`config.mk`:
```
export PLATFORM = sky130hd
export DESIGN_NAME = imul_dot_prod_accum_flat
export DESIGN_NICKNAME = d
export VERILOG_FILES = /design/src/rtl/imul_dot_pkg.sv /design/src/rtl/imul_dot_prod_accum_if.sv /design/src/rtl/imul_dot_prod_accum_dpath.sv /design/src/rtl/imul_dot_prod_accum.sv /design/src/flat_wrapper.sv
export SDC_FILE = /design/constraint.sdc
export NUM_CORES = 1
export LEC_CHECK = 0
export CAP_MARGIN = 0
export CORE_UTILIZATION = 45
export CTS_BUF_LIST = sky130_fd_sc_hd__clkbuf_8
export CTS_CLUSTER_SIZE = 40
export DETAILED_ROUTE_END_ITERATION = 10
export PLACE_DENSITY = 0.81
export REMOVE_ABC_BUFFERS = 1
export SETUP_SLACK_MARGIN = 0.15
export SYNTH_ARGS = -nofsm -noshare
export SYNTH_HDL_FRONTEND = slang
export SYNTH_SLANG_ARGS = --single-unit
```
`constraint.sdc`:
```
create_clock -name clk -period 2.6 [get_ports clk]
set_input_delay 0.52 -clock clk [delete_from_list [all_inputs] [get_ports clk]]
set_output_delay 0.52 -clock clk [all_outputs]
set_load 0.05 [all_outputs]
```
`src/rtl/imul_dot_pkg.sv`:
```
// Shared types and constants for the dot-product accumulator that consumes
// the integer multiplier's product stream.
package imul_dot_pkg;

  typedef enum logic [1:0] {
    IDLE  = 2'd0,
    ACCUM = 2'd1,
    DONE  = 2'd2
  } state_t;

  localparam int c_data_nbits = 32;

endpackage

```
`src/rtl/imul_dot_prod_accum_if.sv`:
```
// Bundle of the three val/rdy ports of the dot-product accumulator:
// length configuration, incoming products, and the outgoing sum.
interface imul_dot_prod_accum_if #(
  parameter int p_len_nbits = 8
);
  import imul_dot_pkg::*;

  logic                    cfg_val;
  logic                    cfg_rdy;
  logic [p_len_nbits-1:0]  cfg_msg;

  logic                    recv_val;
  logic                    recv_rdy;
  logic [c_data_nbits-1:0] recv_msg;

  logic                    send_val;
  logic                    send_rdy;
  logic [c_data_nbits-1:0] send_msg;

  modport master (
    output cfg_val, cfg_msg, recv_val, recv_msg, send_rdy,
    input  cfg_rdy, recv_rdy, send_val, send_msg
  );

  modport slave (
    input  cfg_val, cfg_msg, recv_val, recv_msg, send_rdy,
    output cfg_rdy, recv_rdy, send_val, send_msg
  );

endinterface

```
`src/rtl/imul_dot_prod_accum_dpath.sv`:
```
// Datapath of the dot-product accumulator: wrapping 32-bit accumulator with
// a clear mux, and the down-counter tracking how many products remain.
module imul_DotProdAccumDpath
  import imul_dot_pkg::*;
#(
  parameter int p_len_nbits = 8
)(
  input  logic                    clk,
  input  logic                    reset,
  input  logic                    acc_en,
  input  logic                    acc_clear,
  input  logic                    count_load,
  input  logic                    count_dec,
  input  logic [p_len_nbits-1:0]  cfg_msg,
  input  logic [c_data_nbits-1:0] recv_msg,
  output logic [c_data_nbits-1:0] acc,
  output logic                    count_is_one,
  output logic                    count_is_zero
);

  logic [c_data_nbits-1:0] sum;
  logic [c_data_nbits-1:0] acc_d;
  logic [p_len_nbits-1:0]  count_reg;

  vc_SimpleAdder #(.p_nbits(c_data_nbits)) acc_adder (
    .in0 (acc),
    .in1 (recv_msg),
    .out (sum)
  );

  // Clearing on a new length keeps a previous vector's sum out of the next one.
  assign acc_d = acc_clear ? '0 : sum;

  vc_EnReg #(.p_nbits(c_data_nbits)) acc_reg (
    .clk   (clk),
    .reset (reset),
    .en    (acc_en),
    .d     (acc_d),
    .q     (acc)
  );

  always_ff @(posedge clk) begin
    if (reset)
      count_reg <= '0;
    else if (count_load)
      count_reg <= cfg_msg;
    else if (count_dec)
      count_reg <= count_reg - p_len_nbits'(1);
  end

  assign count_is_one  = (count_reg == p_len_nbits'(1));
  assign count_is_zero = (count_reg == '0);

endmodule

module vc_EnReg #(
  parameter int p_nbits = 1
)(
  input  logic               clk,
  input  logic               reset,
  input  logic               en,
  input  logic [p_nbits-1:0] d,
  output logic [p_nbits-1:0] q
);

  always_ff @(posedge clk) begin
    if (reset)
      q <= '0;
    else if (en)
      q <= d;
  end

endmodule

module vc_SimpleAdder #(
  parameter int p_nbits = 1
)(
  input  logic [p_nbits-1:0] in0,
  input  logic [p_nbits-1:0] in1,
  output logic [p_nbits-1:0] out
);

  assign out = in0 + in1;

endmodule

```
`src/rtl/imul_dot_prod_accum.sv`:
```
// Accepts a vector length, sums that many products from the multiplier and
// emits one 32-bit dot-product sum; control FSM lives here.
module imul_dot_prod_accum
  import imul_dot_pkg::*;
#(
  parameter int p_len_nbits = 8
)(
  input  logic                   clk,
  input  logic                   reset,
  imul_dot_prod_accum_if.slave   bus
);

  state_t state_reg;
  state_t state_next;

  logic cfg_rdy_c;
  logic recv_rdy_c;
  logic send_val_c;
  logic acc_en;
  logic acc_clear;
  logic count_load;
  logic count_dec;

  logic [c_data_nbits-1:0] acc;
  logic                    count_is_one;
  logic                    count_is_zero;

  imul_DotProdAccumDpath #(.p_len_nbits(p_len_nbits)) dpath (
    .clk           (clk),
    .reset         (reset),
    .acc_en        (acc_en),
    .acc_clear     (acc_clear),
    .count_load    (count_load),
    .count_dec     (count_dec),
    .cfg_msg       (bus.cfg_msg),
    .recv_msg      (bus.recv_msg),
    .acc           (acc),
    .count_is_one  (count_is_one),
    .count_is_zero (count_is_zero)
  );

  always_ff @(posedge clk) begin
    if (reset)
      state_reg <= IDLE;
    else
      state_reg <= state_next;
  end

  // Ready/valid come only from state_reg, so no val input reaches a rdy output.
  always_comb begin
    state_next = state_reg;
    cfg_rdy_c  = 1'b0;
    recv_rdy_c = 1'b0;
    send_val_c = 1'b0;
    acc_en     = 1'b0;
    acc_clear  = 1'b0;
    count_load = 1'b0;
    count_dec  = 1'b0;

    case (state_reg)
      IDLE: begin
        cfg_rdy_c = 1'b1;
        if (bus.cfg_val) begin
          acc_en     = 1'b1;
          acc_clear  = 1'b1;
          count_load = 1'b1;
          state_next = (bus.cfg_msg == '0) ? DONE : ACCUM;
        end
      end
      ACCUM: begin
        recv_rdy_c = 1'b1;
        if (count_is_zero) begin
          state_next = DONE;
        end else if (bus.recv_val) begin
          acc_en    = 1'b1;
          count_dec = 1'b1;
          if (count_is_one)
            state_next = DONE;
        end
      end
      DONE: begin
        send_val_c = 1'b1;
        if (bus.send_rdy)
          state_next = IDLE;
      end
      default: begin
        state_next = IDLE;
      end
    endcase
  end

  assign bus.cfg_rdy  = cfg_rdy_c  & ~reset;
  assign bus.recv_rdy = recv_rdy_c & ~reset;
  assign bus.send_val = send_val_c & ~reset;
  assign bus.send_msg = bus.send_val ? acc : '0;

endmodule

```
`src/flat_wrapper.sv`:
```
// flat-port wrapper written by rule: the top's interface ports become plain ports
module imul_dot_prod_accum_flat import imul_dot_pkg::*;
#(
  parameter int p_len_nbits = 8
)
  (clk, reset, bus_cfg_val, bus_cfg_msg, bus_recv_val, bus_recv_msg, bus_send_rdy, bus_cfg_rdy, bus_recv_rdy, bus_send_val, bus_send_msg);
  imul_dot_prod_accum_if #(.p_len_nbits(p_len_nbits)) bus_i ();
  input  logic clk;
  input  logic reset;
  input wire logic [$bits(bus_i.cfg_val)-1:0] bus_cfg_val;
  input wire logic [$bits(bus_i.cfg_msg)-1:0] bus_cfg_msg;
  input wire logic [$bits(bus_i.recv_val)-1:0] bus_recv_val;
  input wire logic [$bits(bus_i.recv_msg)-1:0] bus_recv_msg;
  input wire logic [$bits(bus_i.send_rdy)-1:0] bus_send_rdy;
  output wire logic [$bits(bus_i.cfg_rdy)-1:0] bus_cfg_rdy;
  output wire logic [$bits(bus_i.recv_rdy)-1:0] bus_recv_rdy;
  output wire logic [$bits(bus_i.send_val)-1:0] bus_send_val;
  output wire logic [$bits(bus_i.send_msg)-1:0] bus_send_msg;
  assign bus_i.cfg_val = bus_cfg_val;
  assign bus_i.cfg_msg = bus_cfg_msg;
  assign bus_i.recv_val = bus_recv_val;
  assign bus_i.recv_msg = bus_recv_msg;
  assign bus_i.send_rdy = bus_send_rdy;
  assign bus_cfg_rdy = bus_i.cfg_rdy;
  assign bus_recv_rdy = bus_i.recv_rdy;
  assign bus_send_val = bus_i.send_val;
  assign bus_send_msg = bus_i.send_msg;
  imul_dot_prod_accum #(.p_len_nbits(p_len_nbits)) u_core (.clk(clk), .reset(reset), .bus(bus_i));
endmodule
```
* After elaboration in Yosys (flattened, before gate mapping)
Index checks and enable logic that the tools add are counted.
Storage, ports and cells: output and inout port bits 35, register bits after elaboration 42, word-level logic and storage cells 41, bits of input ports 45
Cells by class: bitwise logic cells 4, add/subtract/negate cells 2, multiplexer cells 20, equal/unequal tests 7, reductions and logical operators 5
Operators by type and width (count):
- 32-bit 2-to-1 mux | 2
- 32-bit adder | 1
- 8-bit zero test | 2
- 8-bit 2-to-1 mux | 2
- 2-bit 2-to-1 mux | 6
- 8-bit by 1-bit equality test with 1-bit output, second input constant | 1
- 1-bit 2-to-1 mux | 8
- 8-bit by 1-bit subtractor with 8-bit output, second input constant | 1
- 2-bit case mux with 3 select lines | 1
- 2-bit inequality test, second input constant | 2
- 4-bit AND reduction | 1
- 1-bit bitwise AND | 3
- 3-bit by 1-bit inequality test with 1-bit output, second input constant | 1
- 3-bit by 2-bit inequality test with 1-bit output, second input constant | 1
- 2-bit by 1-bit equality test with 1-bit output, second input constant | 1
- 2-bit equality test, second input constant | 1
- 2-bit zero test | 1
- 1-bit case mux with 2 select lines | 1
- 2-bit nonzero test | 1
- 1-bit NOT | 1

* Logic depth before layout (Yosys ltp)
depth in word-level cells 5, depth in mapped cells 10, gate-level depth less buffers 10

* Modules after synthesis
A second synthesis with hierarchy kept.
Unflattened totals: cell total of the unflattened synthesis 485, area total of the unflattened synthesis 4017.6 um^2
Modules (own cells, without submodules):
- vc_SimpleAdder | cells each 232, area an instance 1720.4 um^2, seq. area each 0.0 um^2, instances 1
- vc_EnReg | cells each 103, area an instance 1163.6 um^2, seq. area each 640.6 um^2, instances 1
- imul_DotProdAccumDpath | cells each 93, area an instance 706.9 um^2, seq. area each 160.2 um^2, instances 1
- imul_dot_prod_accum | cells each 57, area an instance 426.7 um^2, seq. area each 40.0 um^2, instances 1

* Worst setup path before layout
No wires, ideal clock.
kind input -> register, start point in bus_recv_msg[0], end point reg u_core.dpath.acc_reg.q[24], library setup time 0.126 ns, slack -0.110 ns, data required time 2.474 ns, arrival 2.584 ns, path buffers 0, stages on the path 10, cell sequence ha_1 > fa_1 > a21oi_2 > o31ai_2 > a221o_2 > a41o_2 > a21o_1 > a21oi_2 > xnor2_1 > o21ai_1
On the way: cells in the longest elaborated chain, start to end 2
Ends and longest elaborated chain:
- from (decl) | RTL line flat_wrapper.sv:13 | input wire logic [$bits(bus_i.recv_msg)-1:0] bus_recv_msg;
- 32-bit adder | RTL line imul_dot_prod_accum_dpath.sv:83 | assign out = in0 + in1;
- 32-bit 2-to-1 mux | RTL line imul_dot_prod_accum_dpath.sv:32 | assign acc_d = acc_clear ? '0 : sum;
- to (signal assigned) | RTL line imul_dot_prod_accum_dpath.sv:68 | q <= '0;
- to (signal assigned) | RTL line imul_dot_prod_accum_dpath.sv:70 | q <= d;
- to (decl) | RTL line imul_dot_prod_accum_dpath.sv:63 | output logic [p_nbits-1:0] q
Every way passes these cells. A chain may end at the register's enable or synchronous reset.

* Worst setup path in the final report
start point in bus_recv_msg[15], end point reg u_core.dpath.acc_reg.q[26]
The elaborated chain is that of the path after synthesis.

==> impl_metrics.json <==
{
  "drive_gt1_share_pct": 36.1,
  "pin_count": 80,
  "dieArea_mm2": 0.00843,
  "route.detailed.drc": 0,
  "nets": 710,
  "clock_sinks": 42,
  "failed_checks": "negative setup slack",
  "fin_ws_ns": -0.0599,
  "use_met2_pct": 53.2,
  "crit_family": "compound AO/OA/AOI/OAI gates",
  "core_area_mm2": 0.00777,
  "die-width_um": 91.8,
  "grtUsageTotal_pct": 29.5,
  "finalSetupViolations": 1,
  "critPathArrivalTime_ns": 2.88,
  "grt_pass1_wl_mm": 20.0,
  "wirelength_mm": 13.2,
  "hpwl_mm": 8.34,
  "use_met1_pct": 33.4,
  "post_drt_via_cell_ratio": 5.96,
  "first_global_vias": 4253,
  "insertion_delay_ns": 0.32,
  "ys_seq_area_share_pct": 23.1,
  "max_slew_margin_pct": 63.9,
  "drv_slew": 0,
  "utilization_pct": 78.2,
  "rows": 32,
  "holdBufCountCts": 0,
  "synthArstFlopShare_pct": 0,
  "synthCells": 473,
  "gp_congestion": 0.922,
  "cts_buffers": 5,
  "syn_to_final_growth_pct": 67.1,
  "synth_area_leaders": "dfxtp_1, ha_1, a21oi_1",
  "clk_path_buf_depth": 2,
  "drt.antenna.violating_nets": 0,
  "yosysMostFrequentCell": "nand2_1",
  "cp.required_ns": 2.82,
  "p_leak_nw": 2.61,
  "first_pass_iters": 4,
  "worst-path-buf-inv": 1,
  "crit_type": "input pin to flop",
  "start_util_pct": 46.8,
  "synth_common_cells": "nand2_1, a21oi_1, dfxtp_1",
  "crit_slowest_cell": "clkdlybuf4s50_1",
  "grt_busiest_layer": "met2",
  "cts_tree": "yes",
  "tightest_slew_ns": 0.540,
  "ys.flop_type": "dfxtp_1",
  "cpPeakStageDelay_ns": 0.51,
  "yosysTopAreaCellShare_pct": 23.1,
  "critPathLaunchType": "input pin",
  "wire_per_inst_um": 18.0,
  "io_buffer_count": 79,
  "status": "finished, violations left",
  "met3_usage_pct": 5.47,
  "synth-seq-cells": 42,
  "antenna_cells": 0,
  "cts.clk_slew.worst_paths_ns": 0.09,
  "min-delay-path-class": "flop to flop",
  "report.final.hold_viol_count": 0,
  "netlist_area_mm2": 0.00363,
  "place_area_mm2": 0.00533,
  "period_needed_ns": 2.66,
  "finalClockSkew_ns": 0.00725,
  "fin_crit_sh_pct": 102,
  "htree_levels": 2,
  "ys_types": 62,
  "gr-total-overflow": 0,
  "yosysWarningCount": 0,
  "num_vias": 4377,
  "drt-initial-drc-count": 270,
  "fp.dieH_um": 91.8,
  "max-cap-violations": 0,
  "design_area_mm2": 0.00607,
  "synth_area_leader_cell": "dfxtp_1",
  "rsz0062_at_grt": "true",
  "p_per_area_mw_per_mm2": 419,
  "grt_max_degree": 27,
  "crit_chain": "clkdlybuf4s50_1, ha_4, and2_2, a221o_1, a31oi_4, o21ai_4, o21bai_2, nand3_2, a32o_1",
  "postSynthAreaPerCell_um2": 7.68,
  "vdd_drop_max_uv": 316,
  "antenna_found_initial": 0,
  "largest_reg_flops": 32,
  "cts-root-buf": "clkbuf_8",
  "max_freq_mhz": 376,
  "whs_ns": 0.473,
  "crit_fanout": 8,
  "end_kind": "flop",
  "synth_edf_count": 0
}
-- cell type report --
class                      count  area, um2
tap                          102        128
clock buffer                   5       68.8
sequential                    42        843
fill                         500       1700
clock inverter                 3       26.3
inverter                      14       52.6
multi-input combinational    393       3090
timing repair buffer         175       1870
-- cells in the final DEF (no fill, tap or decap), drive strengths merged, types with 6 or more instances in the layout --
cell type,count
nor2,40
and2,35
a21oi,46
a31oi,6
inv,17
clkbuf,8
dfxtp,42
xor2,11
clkdlybuf4s50,25
nor3,12
nand3,20
a22oi,8
a211oi,6
o21ai,28
dlymetal6s2s,7
buf,132
o21bai,7
dlygate4sd2,6
nand4,8
a21o,16
nand2,44
xnor2,18
ha,33
-- per-layer routing --
metal,wire [um],vias to the layer above,share of wire (%)
met5,0,-,0
li1,-,2024,-
met4,699,0,5.3
met1,5070,2053,38
met3,870,76,6.6
met2,6580,224,50
-- logic make-up after synthesis --
group	synth area share, %
adder cells (fa/ha/maj)	11.9
flip-flops	23.1
AO/OA/AOI/OAI	26.4
XOR/XNOR	6.99
multiplexers	0.551
AND/OR/NAND/NOR	25.9
buffers and inverters	5.13
-- what timing repair did --
action / in CTS / in global routing
gates resized for setup: 55 / 59
pin swaps: 35 / 41
buffers inserted: 12 / 10
endpoints found under the setup margin: 19 / 20
-- per-stage QoR --
stage / power (mW) / setup slack, ns / TNS [ns] / cells
global placement: 1.83 / -0.598 / -8.58 / 704
detailed placement: 1.86 / -0.626 / -9.11 / 704
floorplan: 1.42 / -1.13 / -36.82 / 449
global route: 2.69 / -0.245 / -0.259 / 734
CTS: 2.42 / 0.0449 / 0 / 724
finish: 2.55 / -0.0599 / -0.0599 / 734
-- tightest hold or removal path: stages (launching register included) --
cell and delay (ns):
dfxtp_1 0.33, nand2_1 0.05, o21ai_1 0.05
-- power breakdown --
group          internal [mW]  switching [mW]
clock network          0.200           0.289
registers              0.717          0.0867
logic                  0.584           0.669
total                   1.50            1.04
-- worst paths after layout --
path                               from                          to  slack, ns  cells past startpoint
max                    bus_recv_msg[15]  u_core.dpath.acc_reg.q[26]      -0.06                      9
min          u_core.dpath.acc_reg.q[27]  u_core.dpath.acc_reg.q[27]       0.47                      2
max reg2reg   u_core.dpath.acc_reg.q[0]  u_core.dpath.acc_reg.q[26]       0.03                     10
min reg2reg  u_core.dpath.acc_reg.q[27]  u_core.dpath.acc_reg.q[27]       0.47                      2
Note: power is estimated with default switching activity, not from simulation.
